## src/rtl/ahb_decoder_mux_pkg.sv

```systemverilog
// Shared AHB encodings and data-phase select codes for the decoder/mux slice.
// dsel codes: NONE and DEF are fixed, slave i is encoded as i+2.
package ahb_decoder_mux_pkg;

  localparam logic [1:0] HTRANS_IDLE   = 2'b00;
  localparam logic [1:0] HTRANS_BUSY   = 2'b01;
  localparam logic [1:0] HTRANS_NONSEQ = 2'b10;
  localparam logic [1:0] HTRANS_SEQ    = 2'b11;

  localparam logic [1:0] HRESP_OKAY    = 2'b00;
  localparam logic [1:0] HRESP_ERROR   = 2'b01;

  // Four bits cover NONE, DEF and up to eight mapped slaves
  localparam int DSEL_W = 4;
  localparam logic [DSEL_W-1:0] DSEL_NONE = 4'd0;
  localparam logic [DSEL_W-1:0] DSEL_DEF  = 4'd1;

  // Timeout abort sequencing: the two cycles of an AHB ERROR response
  typedef enum logic [1:0] {
    TO_NORMAL,
    TO_ERR1,
    TO_ERR2
  } to_state_e;

  function automatic logic [DSEL_W-1:0] dsel_slave(input int idx);
    return DSEL_W'(idx + 2);
  endfunction

endpackage

```

## src/rtl/ahb_decoder_mux_if.sv

```systemverilog
// Bus bundle between the AHB master/slave fabric and the decoder/mux.
// 'master' is the fabric view (master address, slave responses);
// 'slave' is the decoder/mux view.
interface ahb_decoder_mux_if #(
  parameter int NUM_SLV = 4
) ();

  logic [31:0]          HADDR;
  logic [1:0]           HTRANS;
  logic [NUM_SLV-1:0]   HSEL_S;
  logic                 HSELDEF;
  logic [32*NUM_SLV-1:0] HRDATA_S;
  logic [NUM_SLV-1:0]   HREADYOUT_S;
  logic [2*NUM_SLV-1:0] HRESP_S;
  logic [31:0]          HRDATADEF;
  logic                 HREADYDEF;
  logic [1:0]           HRESPDEF;
  logic                 HREADY;
  logic [1:0]           HRESP;
  logic [31:0]          HRDATA;
  logic                 TIMEOUT_IRQ;

  modport master (
    output HADDR, HTRANS, HRDATA_S, HREADYOUT_S, HRESP_S,
           HRDATADEF, HREADYDEF, HRESPDEF,
    input  HSEL_S, HSELDEF, HREADY, HRESP, HRDATA, TIMEOUT_IRQ
  );

  modport slave (
    input  HADDR, HTRANS, HRDATA_S, HREADYOUT_S, HRESP_S,
           HRDATADEF, HREADYDEF, HRESPDEF,
    output HSEL_S, HSELDEF, HREADY, HRESP, HRDATA, TIMEOUT_IRQ
  );

endinterface

```

## src/rtl/ahb_decoder_mux_timeout_ctrl.sv

```systemverilog
// Wait-state watchdog for the decoder/mux. Counts consecutive wait states of
// the selected slave and, at the limit, replaces the slave response with a
// two-cycle ERROR so the master is never stuck. Only instantiated when
// AHB_DECODER_TIMEOUT_EN is defined.
module ahb_timeout_ctrl
  import ahb_decoder_mux_pkg::*;
#(
  parameter int TIMEOUT_CYCLES = 16,
  localparam int CNT_W = $clog2(TIMEOUT_CYCLES) + 1
) (
  input  logic       HCLK,
  input  logic       HRESETn,
  input  logic       active,
  input  logic       sel_ready,
  output logic       ovr_en,
  output logic       ovr_ready,
  output logic [1:0] ovr_resp,
  output logic       irq
);

  to_state_e        state, state_nxt;
  logic [CNT_W-1:0] wcnt;
  logic             waiting;

  assign waiting = active & ~sel_ready;

  // State register for the abort sequence
  always_ff @(posedge HCLK or negedge HRESETn) begin
    if (!HRESETn) state <= TO_NORMAL;
    else          state <= state_nxt;
  end

  // Wait-state counter; restarts on any ready cycle and while aborting
  always_ff @(posedge HCLK or negedge HRESETn) begin
    if (!HRESETn)                            wcnt <= '0;
    else if (state != TO_NORMAL || !waiting) wcnt <= '0;
    else                                     wcnt <= wcnt + 1'b1;
  end

  // Next state and override outputs; a slave that turns ready on the limit cycle wins
  always_comb begin
    state_nxt = state;
    ovr_en    = 1'b0;
    ovr_ready = 1'b1;
    ovr_resp  = HRESP_OKAY;
    irq       = 1'b0;
    case (state)
      TO_NORMAL: begin
        if (waiting && wcnt == CNT_W'(TIMEOUT_CYCLES - 1)) state_nxt = TO_ERR1;
      end
      TO_ERR1: begin
        state_nxt = TO_ERR2;
        ovr_en    = 1'b1;
        ovr_ready = 1'b0;
        ovr_resp  = HRESP_ERROR;
        irq       = 1'b1;
      end
      TO_ERR2: begin
        state_nxt = TO_NORMAL;
        ovr_en    = 1'b1;
        ovr_ready = 1'b1;
        ovr_resp  = HRESP_ERROR;
      end
      default: state_nxt = TO_NORMAL;
    endcase
  end

endmodule

```

## src/rtl/ahb_decoder_mux.sv

```systemverilog
// AHB layer address decoder and slave response multiplexer.
// Address-phase HADDR is decoded to one-hot selects (lowest matching slave
// wins, unmapped goes to the default slave); the decode is registered as dsel
// on HREADY and steers the data-phase response back to the master.
// Optional feature macro: AHB_DECODER_TIMEOUT_EN adds a wait-state watchdog
// that aborts a stalled transfer with an ERROR response and pulses TIMEOUT_IRQ.
module ahb_decoder_mux
  import ahb_decoder_mux_pkg::*;
#(
  parameter int           NUM_SLV        = 4,
  parameter logic [255:0] SLV_BASE       = {8{32'h0000_0000}},
  parameter logic [255:0] SLV_MASK       = {8{32'hF000_0000}},
  parameter int           TIMEOUT_CYCLES = 16
) (
  input  logic             HCLK,
  input  logic             HRESETn,
  ahb_decoder_mux_if.slave bus
);

  logic [NUM_SLV-1:0] match;
  logic [NUM_SLV-1:0] hsel;
  logic [DSEL_W-1:0]  dsel_dec;
  logic [DSEL_W-1:0]  dsel;
  logic               sel_ready;
  logic [1:0]         sel_resp;
  logic [31:0]        sel_rdata;
  logic               hready;
  logic [1:0]         hresp;

  for (genvar i = 0; i < NUM_SLV; i++) begin : g_match
    assign match[i] = ((bus.HADDR & SLV_MASK[32*i +: 32]) == SLV_BASE[32*i +: 32]);
  end

  // Priority decode: scanning downwards lets the lowest matching index win
  always_comb begin
    hsel     = '0;
    dsel_dec = DSEL_DEF;
    for (int i = NUM_SLV - 1; i >= 0; i--) begin
      if (match[i]) begin
        hsel     = '0;
        hsel[i]  = 1'b1;
        dsel_dec = dsel_slave(i);
      end
    end
  end

  assign bus.HSEL_S  = hsel;
  assign bus.HSELDEF = ~|match;

  // Data-phase select; holds through wait states, reset aborts the data phase
  always_ff @(posedge HCLK or negedge HRESETn) begin
    if (!HRESETn)    dsel <= DSEL_NONE;
    else if (hready) dsel <= dsel_dec;
  end

  // Response mux; with no transfer in flight the bus reads as ready/OKAY/zero
  always_comb begin
    sel_ready = 1'b1;
    sel_resp  = HRESP_OKAY;
    sel_rdata = '0;
    if (dsel == DSEL_DEF) begin
      sel_ready = bus.HREADYDEF;
      sel_resp  = bus.HRESPDEF;
      sel_rdata = bus.HRDATADEF;
    end
    for (int i = 0; i < NUM_SLV; i++) begin
      if (dsel == dsel_slave(i)) begin
        sel_ready = bus.HREADYOUT_S[i];
        sel_resp  = bus.HRESP_S[2*i +: 2];
        sel_rdata = bus.HRDATA_S[32*i +: 32];
      end
    end
  end

`ifdef AHB_DECODER_TIMEOUT_EN
  logic       dsel_active;
  logic       ovr_en;
  logic       ovr_ready;
  logic [1:0] ovr_resp;
  logic       to_irq;

  assign dsel_active = (dsel != DSEL_NONE);

  ahb_timeout_ctrl #(
    .TIMEOUT_CYCLES(TIMEOUT_CYCLES)
  ) u_timeout (
    .HCLK      (HCLK),
    .HRESETn   (HRESETn),
    .active    (dsel_active),
    .sel_ready (sel_ready),
    .ovr_en    (ovr_en),
    .ovr_ready (ovr_ready),
    .ovr_resp  (ovr_resp),
    .irq       (to_irq)
  );

  assign hready          = ovr_en ? ovr_ready : sel_ready;
  assign hresp           = ovr_en ? ovr_resp  : sel_resp;
  assign bus.TIMEOUT_IRQ = to_irq;
`else
  assign hready          = sel_ready;
  assign hresp           = sel_resp;
  assign bus.TIMEOUT_IRQ = 1'b0;
`endif

  assign bus.HREADY = hready;
  assign bus.HRESP  = hresp;
  assign bus.HRDATA = sel_rdata;

endmodule
```

## src/flat_wrapper.sv

```systemverilog
// flat-port wrapper written by rule: the top's interface ports become plain ports
module ahb_decoder_mux_flat import ahb_decoder_mux_pkg::*;
#(
  parameter int           NUM_SLV        = 4,
  parameter logic [255:0] SLV_BASE       = {8{32'h0000_0000}},
  parameter logic [255:0] SLV_MASK       = {8{32'hF000_0000}},
  parameter int           TIMEOUT_CYCLES = 16
)
  (HCLK, HRESETn, bus_HADDR, bus_HTRANS, bus_HRDATA_S, bus_HREADYOUT_S, bus_HRESP_S, bus_HRDATADEF, bus_HREADYDEF, bus_HRESPDEF, bus_HSEL_S, bus_HSELDEF, bus_HREADY, bus_HRESP, bus_HRDATA, bus_TIMEOUT_IRQ);
  ahb_decoder_mux_if #(.NUM_SLV(NUM_SLV)) bus_i ();
  input  logic HCLK;
  input  logic HRESETn;
  input wire logic [$bits(bus_i.HADDR)-1:0] bus_HADDR;
  input wire logic [$bits(bus_i.HTRANS)-1:0] bus_HTRANS;
  input wire logic [$bits(bus_i.HRDATA_S)-1:0] bus_HRDATA_S;
  input wire logic [$bits(bus_i.HREADYOUT_S)-1:0] bus_HREADYOUT_S;
  input wire logic [$bits(bus_i.HRESP_S)-1:0] bus_HRESP_S;
  input wire logic [$bits(bus_i.HRDATADEF)-1:0] bus_HRDATADEF;
  input wire logic [$bits(bus_i.HREADYDEF)-1:0] bus_HREADYDEF;
  input wire logic [$bits(bus_i.HRESPDEF)-1:0] bus_HRESPDEF;
  output wire logic [$bits(bus_i.HSEL_S)-1:0] bus_HSEL_S;
  output wire logic [$bits(bus_i.HSELDEF)-1:0] bus_HSELDEF;
  output wire logic [$bits(bus_i.HREADY)-1:0] bus_HREADY;
  output wire logic [$bits(bus_i.HRESP)-1:0] bus_HRESP;
  output wire logic [$bits(bus_i.HRDATA)-1:0] bus_HRDATA;
  output wire logic [$bits(bus_i.TIMEOUT_IRQ)-1:0] bus_TIMEOUT_IRQ;
  assign bus_i.HADDR = bus_HADDR;
  assign bus_i.HTRANS = bus_HTRANS;
  assign bus_i.HRDATA_S = bus_HRDATA_S;
  assign bus_i.HREADYOUT_S = bus_HREADYOUT_S;
  assign bus_i.HRESP_S = bus_HRESP_S;
  assign bus_i.HRDATADEF = bus_HRDATADEF;
  assign bus_i.HREADYDEF = bus_HREADYDEF;
  assign bus_i.HRESPDEF = bus_HRESPDEF;
  assign bus_HSEL_S = bus_i.HSEL_S;
  assign bus_HSELDEF = bus_i.HSELDEF;
  assign bus_HREADY = bus_i.HREADY;
  assign bus_HRESP = bus_i.HRESP;
  assign bus_HRDATA = bus_i.HRDATA;
  assign bus_TIMEOUT_IRQ = bus_i.TIMEOUT_IRQ;
  ahb_decoder_mux #(.NUM_SLV(NUM_SLV), .SLV_BASE(SLV_BASE), .SLV_MASK(SLV_MASK), .TIMEOUT_CYCLES(TIMEOUT_CYCLES)) u_core (.HCLK(HCLK), .HRESETn(HRESETn), .bus(bus_i));
endmodule
```

## config.mk

```make
export PLATFORM = sky130hd
export DESIGN_NAME = ahb_decoder_mux_flat
export DESIGN_NICKNAME = d
export VERILOG_FILES = /design/src/rtl/ahb_decoder_mux_pkg.sv /design/src/rtl/ahb_decoder_mux_if.sv /design/src/rtl/ahb_decoder_mux_timeout_ctrl.sv /design/src/rtl/ahb_decoder_mux.sv /design/src/flat_wrapper.sv
export SDC_FILE = /design/constraint.sdc
export NUM_CORES = 1
export LEC_CHECK = 0
export BUFFER_PORTS_ARGS = -buffer_cell sky130_fd_sc_hd__buf_2
export CORE_AREA = 5 5 94 96
export DETAILED_ROUTE_END_ITERATION = 6
export DIE_AREA = 0 0 99 101
export SYNTH_ARGS = -nofsm -noshare
export SYNTH_HDL_FRONTEND = slang
export SYNTH_HIERARCHICAL = 1
export SYNTH_SLANG_ARGS = --single-unit
```

## constraint.sdc

```tcl
create_clock -name HCLK -period 1.6 [get_ports HCLK]
set_input_delay 0.32 -clock HCLK [delete_from_list [all_inputs] [get_ports HCLK]]
set_output_delay 0.32 -clock HCLK [all_outputs]
set_load 0.02 [all_outputs]
```

# == Yosys cells after proc, flatten, opt, wreduce, memory -nomap -nowiden ==
# Index checks and enable logic that the tools add are counted.
# word_totals
rom_bits,0
word_cells,25
latch_bits,0
out_inout_bits,41
mem_bits_rw,0
n_memories,0
reg_bits,4
# op_classes
bitwise_logic,0
mux,17
reduce_logical,2
multipliers,0
n_eq_ne,5
n_lt_le_gt_ge,0
n_addsub,0
shifts,0
n_div,0
# op_table
operator,count
$mux W32,5
$logic_not A32 Y1,1
$mux W2,6
$eq A4 B2 Y1 const B,2
$eq A4 B3 Y1 const B,2
$mux W1,6
$eq A4 B1 Y1 const B,1
$logic_not A1 Y1,1

# == Logic depth before layout (Yosys ltp) ==
# Gate-level depths: netlist (run 1).
# depth
word_depth,6
ltp_mapped,5
ltp_nobuf,4

# == Worst setup path before layout (run 1) ==
# No wires, ideal clock.
# synth_timing
path_kind,register to output
startpoint,register u_core.dsel[0]
endpoint,output port bus_HRDATA[15]
arrival_time_ns,1.199
setup_slack_ns,0.081
t_required_ns,1.280
stages_incl_launch_ff,5
cell_sequence,dfrtp_1 buf_6 buf_6 mux2_4 a22o_1
# synth_via
elab_chain_cells,6
elab_cells_between_ends,10
classes_between,eq/ne (5); mux (5)
# synth_lines
element,line,text
"start, declared",ahb_decoder_mux.sv:23,logic [DSEL_W-1:0] dsel;
"start signal, assigned",ahb_decoder_mux.sv:53,else if (hready) dsel <= dsel_dec;
$eq A4 B1 Y1,ahb_decoder_mux.sv:61,if (dsel == DSEL_DEF) begin
$mux W32,ahb_decoder_mux.sv:61,
$mux W32 (3 in series),ahb_decoder_mux.sv:67,if (dsel == dsel_slave(i)) begin
$mux W32 *,ahb_decoder_mux.sv:67,
"end, declared",flat_wrapper.sv:25,output wire logic [$bits(bus_i.HRDATA)-1:0] bus_HRDATA;
# Mark *: on every way between the ends. The rest lies on a longest branch, timed or not.

# == Final worst setup path (run 1) ==
# layout_timing
startpoint,register u_core.dsel[0]
endpoint,output port bus_HRDATA[5]
# Same word-level chain as after synthesis.

==> summary.txt, run 1 <==
Run status
  • Status: finished with violations
  • Failing checks: setup timing

Power and ir drop
  • Total power divided by cell area: 394 mW/mm^2
  • P_sw: 0.276 mW
  • Combinational Power Share: 0.658
  • Clk pwr share: 0.273
  • Seq pwr share: 0.069
  • Overall Power: 0.785 mW
  • Leakage: 1.12 nW
  • Int Power: 0.509 mW
  • Sw frac: 0.351
  • Peak VDD IR: 0.000226 V

Detailed routing
  • Post-DR wirelength/cell: 12.4 um
  • Vias per Instance: 3.97
  • DRT antenna net count: 0
  • Pre-Repair DR Iteration Count: 4
  • DR vias: 1,420
  • Residual DRC: 0
  • 1st-iter DRT viols: 23
  • Drt total wl: 4450 um

STA
  • Pins over their slew limit: 0
  • Tmin final: 1.84 ns
  • Fin. Hold Viols: 0
  • Fin crit share: 1.15
  • RSZ-0062 raised after global routing: true
  • Post-Route Skew: 0.00512 ns
  • Hold Slack: 0.429 ns
  • Max Freq: 544 MHz
  • Final setup margin: -0.237 ns
  • Final Setup Violations: 35

CTS
  • Max Root-Sink Buffers: 2
  • H-Tree Depth: 1
  • CTS tree: yes
  • Root Buffer: clkbuf_8
  • Clock-pin slew on the worst setup and hold paths: 0.03 ns
  • CTS buffer count: 3
  • CTS Sinks: 2
  • Worst skew pair latency: 0.21 ns

Logic synthesis
  • Synth warn: 6
  • #FFs+latches synth: 2
  • Synthesized area: 986 um^2
  • Syn Area/Cell: 9.67 um^2
  • Register area share after synthesis: 0.0508
  • Synth unique cells: 19
  • Cells after Synth: 102

Global routing
  • Largest net degree at the start of global routing: 29
  • Met3 Usage GRT: 0.0325
  • Vias in the first global route: 1,466
  • GRT Total Usage: 0.0798
  • First-pass GRT wire length: 6580 um
  • GRT overflow: 0
  • Initial antenna violation count: 1
  • Met1 Track Usage GR: 0.0778
  • GR Util met2: 0.154
  • Gr busiest metal: met2

Worst setup path
  • CP Data Required Time: 1.28 ns
  • Crit Path Class: register to output port
  • Buf/Inv on CP: 2
  • R2R Setup Slk: 0.25 ns
  • Critical path origin: u_core/dsel[0]
  • Worst reg2reg path depth: 7
  • Worst flop-to-flop path endpoint: u_core/dsel[1]
  • Family with the most delay on the worst path: flip-flops
  • Max incr delay on CP: 0.41 ns
  • Crit path cell chain: buf_12 -> mux2_2 -> a22o_1 -> buf_2
  • Critical path arrival: 1.52 ns
  • Worst-path fanout max: 21
  • CP endpoint kind: output port
  • CP max stage cell: dfrtp_2
  • Startpoint types: register
  • Critical R2R Launch: u_core/dsel[0]

Finish
  • Final Instance Area: 0.00199 mm^2
  • Area grow syn2layout: 102%
  • Register area: 51.3 um^2
  • Top reg by flops: u_core/dsel
  • Filler instances: 860
  • Final nets: 465
  • Biggest regs: u_core/dsel: 2 flops
  • Area of the multi-input gates: 853 um^2
  • Layout cell share with drive strength beyond 1: 0.794
  • Max reg flops: 2
  • N_diodes: 0

Flow run
  • Maxcap violations: 0

Die
  • Rows: 33
  • Die ar.: 0.0100 mm^2
  • Initial Utilization: 0.124
  • I/O pin count: 252
  • Die W: 99 um
  • CORE AREA: 0.00797 mm^2
  • Die height: 101 um

Placed design
  • DP Area: 0.00185 mm^2
  • IO buf count: 147
  • Setup WS pre-CTS: -0.0748 ns
  • Placer congestion estimate: 0.780
  • Hpwl dp: 3690 um

Min path
  • Min-delay worst type: primary input to register
  • Hold EP: u_core/dsel[0]
  • Hold Crit Start: bus_HREADYOUT_S[0]
  • Cells on Worst Hold Path: 3
## power by group through the flow
stage,Clock (mW),Sequential (mW),Combinational [mW]
4_1_cts,0.223,0.0540,0.522
5_1_grt,0.224,0.0541,0.558
2_1_floorplan,0,0.0535,0.281
3_5_place_dp,0,0.0544,0.492
6_report,0.215,0.0538,0.517
3_3_place_gp,0,0.0545,0.484
## layout by cell type (no fill, tap or decap), drive strengths merged
cell type	n
nor2	4
a31oi	1
nor2b	1
conb	4
mux2	34
buf	159
a21oi	3
clkinv	1
clkbuf	4
dlygate4sd3	1
nand2b	2
nand2	1
mux2i	1
a22o	34
dfrtp	2
or4	1
## worst max path at each step
| stage | end | slack, ns | cells after the start |
|---|---|---|---|
| floorplan | bus_HRDATA[15] | 0.08 | 4 |
| global placement | bus_HRESP[0] | -0.07 | 4 |
| detailed placement | bus_HRESP[0] | -0.07 | 4 |
| CTS | bus_HRDATA[3] | -0.26 | 4 |
| global route | bus_HRDATA[31] | -0.30 | 4 |
| finish | bus_HRDATA[5] | -0.24 | 4 |
## kinds of logic (layout without fill, tap and decap cells)
logic type | Yosys count | in the layout | share of synthesized area
buf+inv | 17 | 165 | 0.113
flops | 2 | 2 | 0.0508
mux | 35 | 35 | 0.459
simple gates | 9 | 9 | 0.0495
compound gates | 38 | 38 | 0.324
other cells | 1 | 4 | 0.00380
## through the flow
step           cells  TNS (ns)   util
2_1_floorplan    105         0      -
3_3_place_gp     350    -0.151  0.233
3_5_place_dp     350    -0.198  0.233
4_1_cts          358     -7.83  0.250
5_1_grt          358     -9.00  0.250
6_report         358     -6.93  0.250
## worst register-to-register path: stages, from the launching register on
cell and delay (ns):
dfrtp_2 0.44, buf_6 0.16, buf_6 0.12, mux2i_2 0.14, buf_4 0.13, buf_4 0.12
nor2_1 0.07, nor2_1 0.05
## area by class of cell
type,count,area share
inverters,1,0.00251
multi-input cells,86,0.428
clock buffers,4,0.0226
flip-flops and latches,2,0.0257
repair buffers,160,0.455
well taps,105,0.0659
## cell usage after synthesis, drive strengths merged
master	number	area, um^2
a21oi	3	15.0
a22o	34	298
a31oi	1	6.26
buf	15	103
clkbuf	1	3.75
clkinv	1	5.00
conb	1	3.75
dfrtp	2	50.1
mux2	34	443
mux2i	1	10.0
nand2	1	3.75
nand2b	2	12.5
nor2	4	15.0
nor2b	1	6.26
or4	1	11.3
## repair_timing
action / in CTS / in global routing
pin swaps: 1 / 0
setup buffers: 3 / 0
endpoints found under the setup margin: 35 / 35
hold buffers: 1 / 0
endpoints found under the hold margin: 2 / 0
resized for setup: 18 / 1
## layer usage
layer  routed length [um]  part of all wire
met1                 1480              0.33
met2                 2240              0.50
met3                  689              0.15
met4                   28            0.0063
met5                   10            0.0022
No activity file was read; power rests on OpenSTA's default activity.
==> run 2: changes to the inputs <==
--- a/config.mk
+++ b/config.mk
@@ -9,6 +9,7 @@
 export CORE_AREA = 5 5 94 96
 export DETAILED_ROUTE_END_ITERATION = 6
 export DIE_AREA = 0 0 99 101
+export RECOVER_POWER = 50
 export SYNTH_ARGS = -nofsm -noshare
 export SYNTH_HDL_FRONTEND = slang
 export SYNTH_HIERARCHICAL = 1
==> summary.txt, run 2 (synthesized netlist as in run 1, its figures left out) <==
CTS
  • CTS Sinks: 2 (unchanged)
  • Max Root-Sink Buffers: 2 (unchanged)
  • Clock-pin slew on the worst setup and hold paths: 0.03 ns (about the same)
  • Worst skew pair latency: 0.21 ns (about the same)
  • CTS tree: yes (unchanged)
  • CTS buffer count: 3 (unchanged)
  • Root Buffer: clkbuf_8 (unchanged)
  • H-Tree Depth: 1 (unchanged)

Finish
  • Core Util, Final: 0.250 (about the same)
  • Layout cell share with drive strength beyond 1: 0.791 (was 0.794)
  • Top reg by flops: u_core/dsel (unchanged)
  • Commonest cells after routing, fill and taps aside: buf_2 (139), a22o_1 (34), mux2_4 (19), mux2_2 (15), buf_4 (9) (was buf_2 (140), a22o_1 (34), mux2_4 (19), mux2_2 (15), buf_4 (9))
  • Final nets: 465 (unchanged)
  • N_diodes: 0 (unchanged)
  • Final std cells w/o fill: 358 (unchanged)
  • Biggest regs: u_core/dsel: 2 flops (unchanged)
  • Filler instances: 858 (was 860)
  • Commonest non-fill, non-tap cell in the layout: buf_2 (unchanged)
  • Final Instance Area: 0.00199 mm^2 (about the same)
  • Max reg flops: 2 (unchanged)
  • Area grow syn2layout: 102% (about the same)

Global routing
  • Vias in the first global route: 1,466 (unchanged)
  • GRT overflow: 0 (unchanged)
  • First-pass GRT wire length: 6580 um (unchanged)
  • Initial antenna violation count: 1 (unchanged)
  • GRT Total Usage: 0.0798 (unchanged)
  • Largest net degree at the start of global routing: 29 (unchanged)

STA
  • Sum of negative setup slack: -6.93 ns (unchanged)
  • Fin crit share: 1.15 (unchanged)
  • Max Freq: 544 MHz (unchanged)
  • RSZ-0062 raised after global routing: true (unchanged)
  • Final setup margin: -0.237 ns (unchanged)
  • Post-Route Skew: 0.00518 ns (was 0.00512 ns)
  • Fin. Hold Viols: 0 (unchanged)
  • Pins over their slew limit: 0 (unchanged)
  • Hold Slack: 0.429 ns (unchanged)
  • Final Setup Violations: 35 (unchanged)
  • Tmin final: 1.84 ns (unchanged)

Worst setup path
  • CP Data Required Time: 1.28 ns (about the same)
  • Startpoint types: register (unchanged)
  • Crit path cell chain: buf_12 -> mux2_2 -> a22o_1 -> buf_2 (unchanged)
  • Worst-path fanout max: 21 (unchanged)
  • Critical path arrival: 1.52 ns (about the same)
  • Worst reg2reg path depth: 7 (unchanged)
  • CP max stage cell: dfrtp_2 (unchanged)
  • Critical R2R Launch: u_core/dsel[0] (unchanged)
  • Max incr delay on CP: 0.41 ns (about the same)
  • Crit Path Class: register to output port (unchanged)
  • Worst flop-to-flop path endpoint: u_core/dsel[1] (unchanged)
  • R2R Setup Slk: 0.25 ns (about the same)
  • CP endpoint kind: output port (unchanged)

Detailed routing
  • Met3 wire len: 689 um (unchanged)
  • DR vias: 1,420 (unchanged)
  • DRT antenna net count: 0 (unchanged)
  • 1st-iter DRT viols: 20 (was 23)
  • Vias per Instance: 3.97 (unchanged)
  • Post-DR wirelength/cell: 12.4 um (about the same)
  • Pre-Repair DR Iteration Count: 4 (unchanged)
  • Drt total wl: 4440 um (was 4450 um)
  • Met2 Wirelength: 2240 um (about the same)
  • M1 WL: 1480 um (about the same)
  • Highest routed layer: met5 (unchanged)
  • Residual DRC: 0 (unchanged)

Placed design
  • Hpwl dp: 3690 um (unchanged)
  • IO buf count: 147 (unchanged)
  • Cells after DPL: 350 (unchanged)
  • DP Area: 0.00185 mm^2 (unchanged)
  • Placer congestion estimate: 0.780 (unchanged)
  • Setup WS pre-CTS: -0.0748 ns (unchanged)

Die
  • Rows: 33 (unchanged)
  • I/O pin count: 252 (unchanged)
  • Die height: 101 um (unchanged)
  • Die ar.: 0.0100 mm^2 (unchanged)
  • CORE AREA: 0.00797 mm^2 (unchanged)
  • Initial Utilization: 0.124 (unchanged)
  • Die W: 99 um (unchanged)

Flow run
  • Maxcap violations: 0 (unchanged)

Min path
  • Min-delay worst type: primary input to register (unchanged)
  • Hold EP: u_core/dsel[0] (unchanged)
  • Cells on Worst Hold Path: 3 (unchanged)
  • Hold Crit Start: bus_HREADYOUT_S[0] (unchanged)

Power and ir drop
  • Overall Power: 0.785 mW (about the same)
  • Leakage: 1.12 nW (about the same)
  • Peak VDD IR: 0.000226 V (about the same)
  • Total power divided by cell area: 394 mW/mm^2 (about the same)

Run status
  • Failing checks: setup timing (unchanged)
  • Status: finished with violations (unchanged)
==> run 2: cell count changes in the layout (fill, tap and decap cells not counted) <==
cell,before,now
buf_2,140,139
clkbuf_1,1,2
==> run 2: worst max path at each step <==
stage                     endpoint  slack (ns)           start
global placement      bus_HRESP[0]       -0.07  u_core/dsel[0]
floorplan           bus_HRDATA[15]        0.08  u_core/dsel[0]
CTS                  bus_HRDATA[3]       -0.26  u_core/dsel[0]
finish               bus_HRDATA[5]       -0.24  u_core/dsel[0]
global route        bus_HRDATA[31]       -0.30  u_core/dsel[0]
detailed placement    bus_HRESP[0]       -0.07  u_core/dsel[0]
==> run 2: what timing repair did <==
action                     CTS  global route
gates cloned                 0             0
hold endpoints to repair     2             0
setup endpoints to repair   35            35
pin swaps                    1             0
hold buffers                 1             0
gates resized for setup     18             1
buffers inserted             3             0
==> run 2: where the power goes <==
part | internal, mW | leakage, nW | total [mW] | switching [mW]
clock network | 0.169 | 0.0228 | 0.215 | 0.0451
registers | 0.0522 | 0.0224 | 0.0538 | 0.00156
logic | 0.287 | 1.08 | 0.516 | 0.229
==> run 2: final cells by class <==
class,count,area (um^2),area share
inverter,1,5.00,0.00251
sequential,2,51.3,0.0257
timing repair buffer,160,907,0.455
multi-input combinational,86,853,0.428
tap,105,131,0.0659
clock buffer,4,45.0,0.0226
==> run 2: critical path: cells and delay by family, from the launching register on <==
kind	cells	cell delay (ns)
AO/OA/AOI/OAI	1	0.17
multiplexers	1	0.36
buffers and inverters	2	0.35
flip-flops	1	0.41
==> run 2: metal layers <==
layer / vias to the layer above / track usage
met2: 99 / 0.154
li1: 697 / -
met1: 616 / 0.0778
met3: 6 / 0.0325
met4: 2 / 0.0221
met5: - / 0
